--- src/rtl/seq_addsub_pkg.sv ---
// Shared definitions for the sequential chunked adder/subtractor.
//   state_t   : FSM encoding used by seq_addsub (also exported on its debug port)
//   idx_width : width of the chunk index for a given chunk count (minimum 1)
package seq_addsub_pkg;

    typedef enum logic [1:0] {
        IDLE = 2'd0,
        BUSY = 2'd1,
        DONE = 2'd2
    } state_t;

    function automatic int idx_width(input int nch);
        return (nch > 1) ? $clog2(nch) : 1;
    endfunction

endpackage

--- src/rtl/seq_addsub_chunk.sv ---
// addsub_chunk: CHUNK-bit ripple-carry adder slice.
//   x, y  : CHUNK-bit addends
//   cin   : carry in
//   s     : CHUNK-bit sum
//   cout  : carry out of the top bit
//   c_msb : carry into the top bit (used for signed overflow)
module addsub_chunk #(
    parameter int CHUNK = 4
) (
    input  logic [CHUNK-1:0] x,
    input  logic [CHUNK-1:0] y,
    input  logic             cin,
    output logic [CHUNK-1:0] s,
    output logic             cout,
    output logic             c_msb
);

    logic [CHUNK:0] c;

    always_comb begin
        c    = '0;
        s    = '0;
        c[0] = cin;
        for (int i = 0; i < CHUNK; i++) begin
            s[i]   = x[i] ^ y[i] ^ c[i];
            c[i+1] = (x[i] & y[i]) | (c[i] & (x[i] ^ y[i]));
        end
    end

    assign cout  = c[CHUNK];
    assign c_msb = c[CHUNK-1];

endmodule

--- src/rtl/seq_addsub.sv ---
// seq_addsub: sequential add/subtract, CHUNK bits per cycle.
//   clk, rst_n          : clock, async active-low reset
//   in_valid / in_ready : operand handshake (a, b, sel sampled only on accept)
//   out_valid / out_ready : result handshake; sum/cout/ovf/zero held while stalled
//   fsm_state           : debug view of the FSM state
// Handshake rule: a transfer happens on a rising edge where valid && ready are
// both high. in_ready is high only in IDLE, out_valid only in DONE, so accept
// and result release never coincide (DONE -> IDLE takes a cycle).
// Subtraction is A + ~B + 1: b is inverted at accept and the carry seeded with sel.
module seq_addsub
    import seq_addsub_pkg::*;
#(
    parameter int WIDTH = 16,
    parameter int CHUNK = 4
) (
    input  logic             clk,
    input  logic             rst_n,
    input  logic             in_valid,
    output logic             in_ready,
    input  logic [WIDTH-1:0] a,
    input  logic [WIDTH-1:0] b,
    input  logic             sel,
    output logic             out_valid,
    input  logic             out_ready,
    output logic [WIDTH-1:0] sum,
    output logic             cout,
    output logic             ovf,
    output logic             zero,
    output state_t           fsm_state
);

    localparam int NCH = WIDTH / CHUNK;
    localparam int IW  = idx_width(NCH);

    generate
        if (WIDTH < 2) begin : g_bad_width
            $error("seq_addsub: WIDTH must be >= 2");
        end
        if (CHUNK < 1 || (WIDTH % CHUNK) != 0) begin : g_bad_chunk
            $error("seq_addsub: WIDTH must be a multiple of CHUNK");
        end
    endgenerate

    state_t           state, state_next;
    logic [WIDTH-1:0] op_a, op_b, sum_next;
    logic             carry;
    logic [IW-1:0]    idx;
    logic             last, accept;
    logic [CHUNK-1:0] cx, cy, cs;
    logic             c_out, c_msb;

    assign in_ready  = (state == IDLE);
    assign out_valid = (state == DONE);
    assign accept    = in_valid && in_ready;
    assign last      = (idx == IW'(NCH - 1));
    assign fsm_state = state;

    always_comb begin
        cx = op_a[int'(idx) * CHUNK +: CHUNK];
        cy = op_b[int'(idx) * CHUNK +: CHUNK];
    end

    addsub_chunk #(.CHUNK(CHUNK)) u_chunk (
        .x     (cx),
        .y     (cy),
        .cin   (carry),
        .s     (cs),
        .cout  (c_out),
        .c_msb (c_msb)
    );

    // Result with the current chunk merged in; also feeds the zero flag on the
    // last chunk so zero reflects the final sum in the same cycle.
    always_comb begin
        sum_next = sum;
        sum_next[int'(idx) * CHUNK +: CHUNK] = cs;
    end

    always_ff @(posedge clk or negedge rst_n) begin
        if (!rst_n) state <= IDLE;
        else        state <= state_next;
    end

    always_comb begin
        state_next = state;
        case (state)
            IDLE:    if (in_valid)  state_next = BUSY;
            BUSY:    if (last)      state_next = DONE;
            DONE:    if (out_ready) state_next = IDLE;
            default:                state_next = IDLE;
        endcase
    end

    always_ff @(posedge clk or negedge rst_n) begin
        if (!rst_n) begin
            op_a  <= '0;
            op_b  <= '0;
            carry <= 1'b0;
            idx   <= '0;
            sum   <= '0;
            cout  <= 1'b0;
            ovf   <= 1'b0;
            zero  <= 1'b0;
        end else if (accept) begin
            op_a  <= a;
            op_b  <= b ^ {WIDTH{sel}};
            carry <= sel;
            idx   <= '0;
            sum   <= '0;
            cout  <= 1'b0;
            ovf   <= 1'b0;
            zero  <= 1'b0;
        end else if (state == BUSY) begin
            sum   <= sum_next;
            carry <= c_out;
            idx   <= last ? '0 : idx + IW'(1);
            if (last) begin
                cout <= c_out;
                ovf  <= c_msb ^ c_out;
                zero <= (sum_next == '0);
            end
        end
    end

endmodule

--- config.mk ---
export PLATFORM = sky130hd
export DESIGN_NAME = seq_addsub
export DESIGN_NICKNAME = d
export VERILOG_FILES = /design/src/rtl/seq_addsub_pkg.sv /design/src/rtl/seq_addsub_chunk.sv /design/src/rtl/seq_addsub.sv
export SDC_FILE = /design/constraint.sdc
export NUM_CORES = 1
export LEC_CHECK = 0
export CAP_MARGIN = 20
export CORE_ASPECT_RATIO = 2
export CORE_MARGIN = 4
export CORE_UTILIZATION = 25
export CTS_CLUSTER_DIAMETER = 60
export CTS_CLUSTER_SIZE = 25
export DETAILED_ROUTE_END_ITERATION = 8
export DONT_BUFFER_PORTS = 1
export PLACE_DENSITY_LB_ADDON = 0.12
export SKIP_LAST_GASP = 1
export SLEW_MARGIN = 10
export SYNTH_ARGS = -nofsm -noshare
export SYNTH_HDL_FRONTEND = slang
export SYNTH_SLANG_ARGS = --single-unit
export TNS_END_PERCENT = 100
--- constraint.sdc ---
create_clock -name clk -period 2.96 [get_ports clk]
set_clock_uncertainty 0.05 [all_clocks]
set_input_delay 0.592 -clock clk [delete_from_list [all_inputs] [get_ports clk]]
set_output_delay 0.592 -clock clk [all_outputs]
set_load 0.03 [all_outputs]
; ---- Word-level counts from Yosys, hierarchy flattened
; Cells that the tools add are included.
; W data, S select, Z words.
[totals]
regBits = 56
inputBits = 37
out_inout_bits = 23
wordCells = 71
[op_classes]
add_sub_neg = 2
n_eq_ne = 6
shifts = 4
muxes = 21
bitwise = 22
n_reduce_logical = 7
[op_table]
columns = cell, count
row1 = $neg A4 Y33, 1
row2 = $shift A4 B33 Y16 const A, 1
row3 = $shiftx A4 B33 Y16, 1
row4 = $mux W16, 2
row5 = $shiftx A16 B5 Y4, 2
row6 = $bwmux W16, 1
row7 = $logic_not A16 Y1, 1
row8 = $xor A16 B16 Y16, 1
row9 = $mux W2, 6
row10 = $mux W1, 11
row11 = $xor A1 B1 Y1, 9
row12 = $and A1 B1 Y1, 8
row13 = $pmux W2 S3, 1
row14 = $eq A2 B2 Y1 const B, 2
row15 = $ne A2 B2 Y1 const B, 2
row16 = $or A1 B1 Y1, 4
row17 = $reduce_bool A2 Y1, 2
row18 = $reduce_and A3 Y1, 1
row19 = $add A2 B1 Y2 const B, 1
row20 = $eq A2 B1 Y1 const B, 1
row21 = $logic_not A2 Y1, 1
row22 = $ne A2 B1 Y1 const B, 1
row23 = $reduce_and A2 Y1, 1
row24 = $logic_and A1 B1 Y1, 1

; ---- Depth between registers and ports, before layout
; Gate-level depths: netlist of the first run.
[depth]
depth_word = 15
depth_mapped = 13

; ---- Hierarchy
; Synthesis of the first run repeated with hierarchy kept, for this count alone.
[hier_totals]
cells_unflattened = 276
area_unflattened_um2 = 2829.0
[modules_own_cells]
columns = mod, instances, cells_per_inst, area_per_inst_um2
row1 = seq_addsub, 1, 264, 2718.9
row2 = addsub_chunk, 1, 12, 110.1

; ---- Worst setup path before layout of the first run
; OpenSTA, ideal clock, no wires.
[synth_timing]
path_type = register -> register
start = register idx[0]
end = register zero
arrival_ns = 2.971
t_required_ns = 2.786
setup_slack_ns = -0.185
stages_incl_launch_ff = 14
n_path_buf = 2
synth_period_minus_slack_ns = 3.145
path_cell_list = dfrtp_1 > buf_6 > buf_2 > mux4_2 > inv_1 > fa_1 > inv_1 > fa_1 > inv_1 > fa_1 > nor4b_1 > mux2i_1 > nand4_1 > o31ai_2
[synth_between]
elab_chain_len = 15
elab_cells_between_ends = 30
cone_classes = add/sub: 1 / eq/ne: 1 / shift: 4 / mux: 4 / bitwise: 17 / reduce/logical: 3
[synth_lines]
columns = element, line
row1 = from (decl), seq_addsub.sv:47  ; logic [IW-1:0] idx;
row2 = from (signal assigned), seq_addsub.sv:116  ; idx <= last ? '0 : idx + IW'(1);
row3 = "$shiftx A16 B5 Y4, on equally long branches", "seq_addsub.sv:59, seq_addsub.sv:60"
row4 = $xor A1 B1 Y1, "seq_addsub_chunk.sv:25, seq_addsub_chunk.sv:26"
row5 = $and A1 B1 Y1, seq_addsub_chunk.sv:26  ; c[i+1] = (x[i] & y[i]) | (c[i] & (x[i] ^ y[i]));
row6 = $or A1 B1 Y1, seq_addsub_chunk.sv:26
row7 = $and A1 B1 Y1, seq_addsub_chunk.sv:26
row8 = $or A1 B1 Y1, seq_addsub_chunk.sv:26
row9 = $and A1 B1 Y1, seq_addsub_chunk.sv:26
row10 = $or A1 B1 Y1, seq_addsub_chunk.sv:26
row11 = $xor A1 B1 Y1, seq_addsub_chunk.sv:25  ; s[i] = x[i] ^ y[i] ^ c[i];
row12 = $shiftx A4 B33 Y16, seq_addsub.sv:76  ; sum_next[int'(idx) * CHUNK +: CHUNK] = cs;
row13 = $bwmux W16, seq_addsub.sv:76
row14 = $logic_not A16 Y1, seq_addsub.sv:120  ; zero <= (sum_next == '0);
row15 = $mux W1, seq_addsub.sv:117  ; if (last) begin
row16 = $mux W1, seq_addsub.sv:113  ; end else if (state == BUSY) begin
row17 = $mux W1, seq_addsub.sv:104  ; end else if (accept) begin
row18 = to (signal assigned), seq_addsub.sv:120
row19 = to (decl), seq_addsub.sv:28  ; output logic zero,
; Several ways; a longest one is shown, not always the timed one. The select of a mux whose other input is x is not followed.
; A chain may end at the register's enable or synchronous reset.

; ---- Final worst setup path of the first run
[layout_timing]
start = register idx[0]
end = register sum[7]
[layout_between]
elab_chain_len = 13
elab_cells_between_ends = 25
cone_classes = add/sub: 1 / shift: 4 / mux: 3 / bitwise: 17
[layout_lines]
columns = element, line
row1 = "$shiftx A16 B5 Y4, on equally long branches", "seq_addsub.sv:59, seq_addsub.sv:60"
row2 = $xor A1 B1 Y1, "seq_addsub_chunk.sv:25, seq_addsub_chunk.sv:26"
row3 = $and A1 B1 Y1, seq_addsub_chunk.sv:26
row4 = $or A1 B1 Y1, seq_addsub_chunk.sv:26
row5 = $and A1 B1 Y1, seq_addsub_chunk.sv:26
row6 = $or A1 B1 Y1, seq_addsub_chunk.sv:26
row7 = $and A1 B1 Y1, seq_addsub_chunk.sv:26
row8 = $or A1 B1 Y1, seq_addsub_chunk.sv:26
row9 = $xor A1 B1 Y1, seq_addsub_chunk.sv:25
row10 = $shiftx A4 B33 Y16, seq_addsub.sv:76
row11 = $bwmux W16 (*), seq_addsub.sv:76
row12 = $mux W16 (*), seq_addsub.sv:113
row13 = $mux W16 (*), seq_addsub.sv:104
row14 = to (signal assigned), seq_addsub.sv:114  ; sum <= sum_next;
row15 = to (decl), seq_addsub.sv:25  ; output logic [WIDTH-1:0] sum,
; Mark *: on every way between the ends. The rest lies on a longest branch, timed or not. The select of a mux whose other input is x is not followed.

==> impl_metrics.yaml, run 1 <==
run_status:
  status: "completed"
yosys:
  yosysUniqueCellTypes: 43
  ys_async_sr_fraction: 1.000
  yosys.area.top_type: "dfrtp_1"
  syn_area_per_cell_um2: 10.48
  yosys_most_used_dff: "dfrtp_1"
  yosys_warnings: 0
  seq_area_frac_synth: 0.4826
  yosys_register_bits: 56
  synth.top_cells.by_area: "dfrtp_1, nand2_1, mux4_2, xnor2_1, o21ai_0"
  synth.top_cell.area_share: 0.4826
  syn-num-nets: 324
  syn_inst: 277
  synth_edf_count: 0
  syn_area_um2: 2904
floorplanning:
  ioPinCount: 60
  die-area_um2: 13510
  die_y_um: 160.4
  coreArea_um2: 11350
  initial_core_util: 0.2558
  die_x_um: 84.21
  num_rows: 55
placed_design:
  dp.cells: 409
  port-buffer-count: 0
  hpwl_um: 6031
  dpl_worst_slack_ns: -0.01234
  place_congestion: 0.7683
global_route:
  overflow: 0
  grtUsageMet2: 0.2388
  gr-usage-met3: 0.02515
  grt_pass1_vias: 2150
  antenna_found_initial: 0
  busiest_layer: "met2"
  use_met1: 0.1222
  gr-usage-all-layers: 0.1222
  grt_pass1_wl_um: 12610
  grt_max_degree: 57
final_layout:
  area_growth_pct: 13.36
  drive_above_1_share: 0.1655
  multiInputGateArea_um2: 1396
  finalNonFillerCells: 420
  regArea_um2: 1403
  diodes: 0
  fin_util: 0.2899
  fillers: 1245
  layout.nets: 324
clock_tree:
  clock_sinks: 56
  h-tree-depth: 2
  clkLatencyLatePin_ns: 0.30
  clockBufferDepth: 2
  cts-root-buf: "clkbuf_16"
  cts_buffers: 5
  cts_tree: "done"
  path_clk_slew_ns: 0.07
worst_setup_path:
  crit_start: "idx[0]$_DFFE_PN0P_"
  crit_top_cell: "fa_2"
  startpoint_type: "flop"
  slowest_delay_ns: 0.58
  r2r_cells: 10
  crit_chain: "mux4_2 > inv_2 > fa_2 > inv_2 > fa_2 > inv_2 > fa_2 > fa_2 > nor2_4 > a22o_1"
  cp_slowest_cell: "fa_2"
  required_ns: 3.09
  worstReg2RegStart: "idx[0]$_DFFE_PN0P_"
  worstPathArrival_ns: 3.03
  r2r-end: "sum[7]$_DFFE_PN0P_"
  critical_path.endpoint: "sum[7]$_DFFE_PN0P_"
  worstSetupEndpointType: "flop"
  crit_family: "adder cells"
  cp_max_fo: 5
  crit_buf_inv: 3
  cp.depth: 10
  ff2ff_setup_slack_ns: 0.06
  path_class: "flop to flop"
detailed_routing:
  routed_wl_um: 7877
  vias: 1940
  first_pass_iters: 4
  ant_nets: 0
  drc_errors: 0
  drt_iter0_markers: 58
  vias_per_cell: 4.619
  wl_per_cell_um: 18.75
power_and_ir_drop:
  p_per_area_nw_per_um2: 1356
  ir_drop_uv: 512.9
  p_leak_uw: 0.001460
sta:
  finalCritPeriodShare: 0.9795
  worstMarginPinSlew_ns: 0.9114
  rsz0062_at_grt: "true"
  max_slew_margin: 0.3924
  final_hold_viol_count: 0
  slew_violations: 0
  fin_ws_ns: 0.06077
  finalCriticalPeriod_ns: 2.899
  fmax_mhz: 344.9
  setup_viol: 0
min_path:
  hold_class: "input port to asynchronous set/reset pin"
job:
  cap_violations: 0
==> power breakdown <==
group	internal (uW)	leakage (uW)	switching (uW)
combinational	976	0.000658	1270
clock	399	0.0000808	277
sequential	1090	0.000721	450
==> cell type report <==
type                    count  share of cell area
repair buffers             10             0.03003
multi-input cells         190              0.4242
flip-flops and latches     56              0.4261
clock inverters             2             0.01064
inverters                  14             0.01596
well taps                 142             0.05397
clock buffers               6             0.03915
==> what timing repair did <==
action	in CTS	in global routing
hold buffers	1	0
resized for setup	2	5
endpoints found under the hold margin	56	0
buffers inserted	0	2
endpoints found under the setup margin	5	7
==> how the worst min path moves through the flow <==
stage / startpoint / endpoint / slack, ns
after floorplan: rst_n / carry$_DFFE_PN0P_ / 0.25
after global placement: rst_n / fsm_state[1]$_DFFE_PN0P_ / 0.25
after detailed placement: rst_n / fsm_state[1]$_DFFE_PN0P_ / 0.25
after CTS: rst_n / op_a[9]$_DFFE_PN0P_ / 0.12
after global routing: rst_n / sum[10]$_DFFE_PN0P_ / 0.13
final: rst_n / op_a[15]$_DFFE_PN0P_ / 0.11
==> metrics by stage <==
stage / hold WS [ns] / cell area, um^2 / TNS (ns) / power (uW)
2_1_floorplan: 0.2464 / 2937 / -0.04898 / 3095
6_report: 0.1078 / 3292 / 0 / 4463
3_3_place_gp: 0.2494 / 3064 / 0 / 3705
5_1_grt: 0.1299 / 3292 / -0.04789 / 4835
3_5_place_dp: 0.2499 / 3064 / -0.01550 / 3721
4_1_cts: 0.1163 / 3261 / 0 / 4442
==> placed cells by master (no fill, tap or decap), types with 2 or more instances in the layout <==
| cell type | synthesis | final |
|---|---|---|
| or3_1 | 2 | 2 |
| nand2b_1 | 2 | 2 |
| nor3_1 | 2 | 2 |
| mux4_2 | 7 | 7 |
| a32o_1 | 4 | 4 |
| and4bb_2 | 3 | 3 |
| nand3_1 | 5 | 5 |
| inv_2 | 0 | 3 |
| o21ai_2 | 3 | 3 |
| o21ai_0 | 22 | 22 |
| dfrtp_1 | 56 | 55 |
| fa_2 | 0 | 4 |
| xnor2_1 | 17 | 17 |
| clkbuf_16 | 0 | 5 |
| inv_1 | 14 | 11 |
| buf_4 | 1 | 8 |
| nand2_1 | 68 | 68 |
| ha_1 | 6 | 6 |
| nor2_1 | 5 | 4 |
| a22o_1 | 9 | 9 |
| mux2i_1 | 4 | 4 |
| a21oi_1 | 5 | 5 |
==> cell usage after synthesis (2+ instances only) <==
library cell   n
a21oi_1        5
a22o_1         9
a32o_1         4
and4bb_2       3
buf_2          8
buf_6          2
clkbuf_1       6
dfrtp_1       56
fa_1           4
ha_1           6
inv_1         14
mux2i_1        4
mux4_2         7
nand2_1       68
nand2b_1       2
nand3_1        5
nor2_1         5
nor3_1         2
nor4b_1        3
o21ai_0       22
o21ai_2        3
or3_1          2
xnor2_1       17
==> sequential cells by signal (all words and copies together), names as in the netlist <==
register and flops:
idx 2, carry 1, fsm_state 2, cout 1
op_b 16, ovf 1, zero 1, sum 16
op_a 16
==> routing by layer <==
layer | part of all wire | up-vias | routed length, um
met3 | 0.039 | 6 | 307
met5 | 0 | - | 0
met1 | 0.35 | 955 | 2770
met2 | 0.59 | 39 | 4666
met4 | 0.017 | 0 | 132
li1 | - | 940 | -
==> cell families (layout without fill, tap and decap cells) <==
group	after synthesis	in the layout	share of synthesized area
AOI/OAI and AO/OA	50	50	0.1176
xor gates and xnor gates	17	17	0.05127
adders and majority gates	10	10	0.05343
buffers and inverters	31	32	0.04998
DFF	56	56	0.4825
muxes	12	12	0.07712
and+or+nand+nor	101	101	0.1680
Power figures use the tool's default switching activity.
==> run 2, diff against run 1 <==
Settings changed: CTS_BUF_LIST from default to sky130_fd_sc_hd__clkbuf_8.
==> run 2 against run 1 <==
Net effect:
- sequential cell count unchanged
- via count down 0.57%
- sequential share of layout area up 0.74 points
- wire length down 0.43%
- sequential power about the same
==> impl_metrics.yaml, run 2 (synthesis gave the netlist of run 1 again) <==
clock_tree:
  cts-root-buf: "clkbuf_8"
  clkLatencyLatePin_ns: 0.32
  path_clk_slew_ns: 0.10
  cts_buffers: 5
  clock_sinks: 56
  clockBufferDepth: 2
  h-tree-depth: 2
  cts_tree: "done"
detailed_routing:
  drt_iter0_markers: 52
  drc_errors: 0
  vias: 1929
  ant_nets: 0
  wl_per_cell_um: 18.67
  vias_per_cell: 4.593
  routed_wl_um: 7843
  first_pass_iters: 4
sta:
  finalCritPeriodShare: 0.9810
  fmax_mhz: 344.4
  final_hold_viol_count: 0
  slew_violations: 0
  finalCriticalPeriod_ns: 2.904
  rsz0062_at_grt: "true"
  worstMarginPinSlew_ns: 0.9207
  max_slew_margin: 0.3862
  setup_viol: 0
  fin_ws_ns: 0.05635
floorplanning:
  ioPinCount: 60
  die-area_um2: 13510
  initial_core_util: 0.2558
  die_x_um: 84.21
  coreArea_um2: 11350
  die_y_um: 160.4
  num_rows: 55
placed_design:
  place_congestion: 0.7683
  port-buffer-count: 0
  dp.cells: 409
  dpl_worst_slack_ns: -0.01234
  hpwl_um: 6031
global_route:
  overflow: 0
  grt_max_degree: 57
  antenna_found_initial: 0
  gr-usage-all-layers: 0.1206
  grt_pass1_vias: 2159
  grt_pass1_wl_um: 12500
power_and_ir_drop:
  p_leak_uw: 0.001438
  ir_drop_uv: 508.5
  p_per_area_nw_per_um2: 1326
worst_setup_path:
  startpoint_type: "flop"
  path_class: "flop to flop"
  required_ns: 3.12
  cp_max_fo: 5
  worstSetupEndpointType: "flop"
  worstPathArrival_ns: 3.06
final_layout:
  diodes: 0
  layout.nets: 324
  fillers: 1245
  largestRegisters: "op_a (16), op_b (16), sum (16)"
  area_growth_pct: 11.42
  final_common_cell: "nand2_1"
  finalNonFillerCells: 420
  layout_common_cells: "nand2_1, dfrtp_1, o21ai_0, xnor2_1, inv_1"
  drive_above_1_share: 0.1655
min_path:
  hold_class: "input port to asynchronous set/reset pin"
run_status:
  status: "completed"
job:
  cap_violations: 0
## run 2: cell count changes in the layout (fill, tap and decap cells not counted)
cell / before / now
clkbuf_8: 0 / 5
inv_1: 11 / 12
clkbuf_16: 5 / 0
clkbuf_1: 1 / 0
## run 2: per-stage QoR
| step | util | TNS (ns) | total power (uW) | hold slack (ns) | area, um^2 |
|---|---|---|---|---|---|
| floorplan | - | -0.04898 | 3095 | 0.2464 | 2937 |
| global placement | 0.2699 | 0 | 3705 | 0.2494 | 3064 |
| detailed placement | 0.2699 | -0.01550 | 3721 | 0.2499 | 3064 |
| CTS | 0.2819 | 0 | 4265 | 0.07366 | 3201 |
| global route | 0.2850 | -0.06156 | 4661 | 0.07492 | 3236 |
| finish | 0.2850 | 0 | 4291 | 0.05975 | 3236 |
## run 2: timing repair
action | 4_1_cts | 5_1_grt
resized for setup | 1 | 6
hold endpoints to repair | 56 | 0
hold buffers | 1 | 0
setup buffers | 0 | 2
endpoints found under the setup margin | 6 | 8
## run 2: worst max-delay path, stage by stage (launching register included)
cell and delay (ns):
dfrtp_2 0.46, mux4_2 0.35, inv_2 0.04, fa_2 0.35, inv_2 0.06, fa_2 0.19, inv_2 0.04, fa_2 0.35
fa_2 0.58, nor2_4 0.06, a22o_1 0.26
## run 2: worst paths after layout
check | startpoint | endpoint | slack (ns) | depth (start not counted)
setup / recovery | idx[0]$_DFFE_PN0P_ | sum[7]$_DFFE_PN0P_ | 0.06 | 10
hold / removal | rst_n | fsm_state[1]$_DFFE_PN0P_ | 0.06 | 1
setup reg to reg | idx[0]$_DFFE_PN0P_ | sum[7]$_DFFE_PN0P_ | 0.06 | 10
hold reg to reg | op_b[9]$_DFFE_PN0P_ | op_b[9]$_DFFE_PN0P_ | 0.44 | 2
max in group asynchronous | rst_n | sum[3]$_DFFE_PN0P_ | 2.52 | 1
min in group clk | a[15] | op_a[15]$_DFFE_PN0P_ | 0.32 | 2
## run 2: cell type report
cell class / count / area [um^2] / share of cell area
sequential: 56 / 1403 / 0.4335
multi-input combinational: 190 / 1396 / 0.4316
tap: 142 / 177.7 / 0.05491
timing repair buffer: 10 / 98.84 / 0.03055
clock buffer: 5 / 68.82 / 0.02127
inverter: 14 / 52.55 / 0.01624
clock inverter: 3 / 38.79 / 0.01199
## run 2: layer usage
| layer | vias up | routed length [um] | GRT usage |
|---|---|---|---|
| met5 | - | 0 | 0 |
| met4 | 0 | 130 | 0.04466 |
| met3 | 5 | 310 | 0.02567 |
| met2 | 40 | 4631 | 0.2374 |
| met1 | 943 | 2769 | 0.1193 |
| li1 | 941 | - | - |
## run 2: where the power goes
| part | internal, uW | total (uW) | switching, uW |
|---|---|---|---|
| Sequential | 1080 | 1540 | 453 |
| Clock | 249 | 511 | 263 |
| Combinational | 975 | 2240 | 1270 |
| Total | 2310 | 4290 | 1980 |
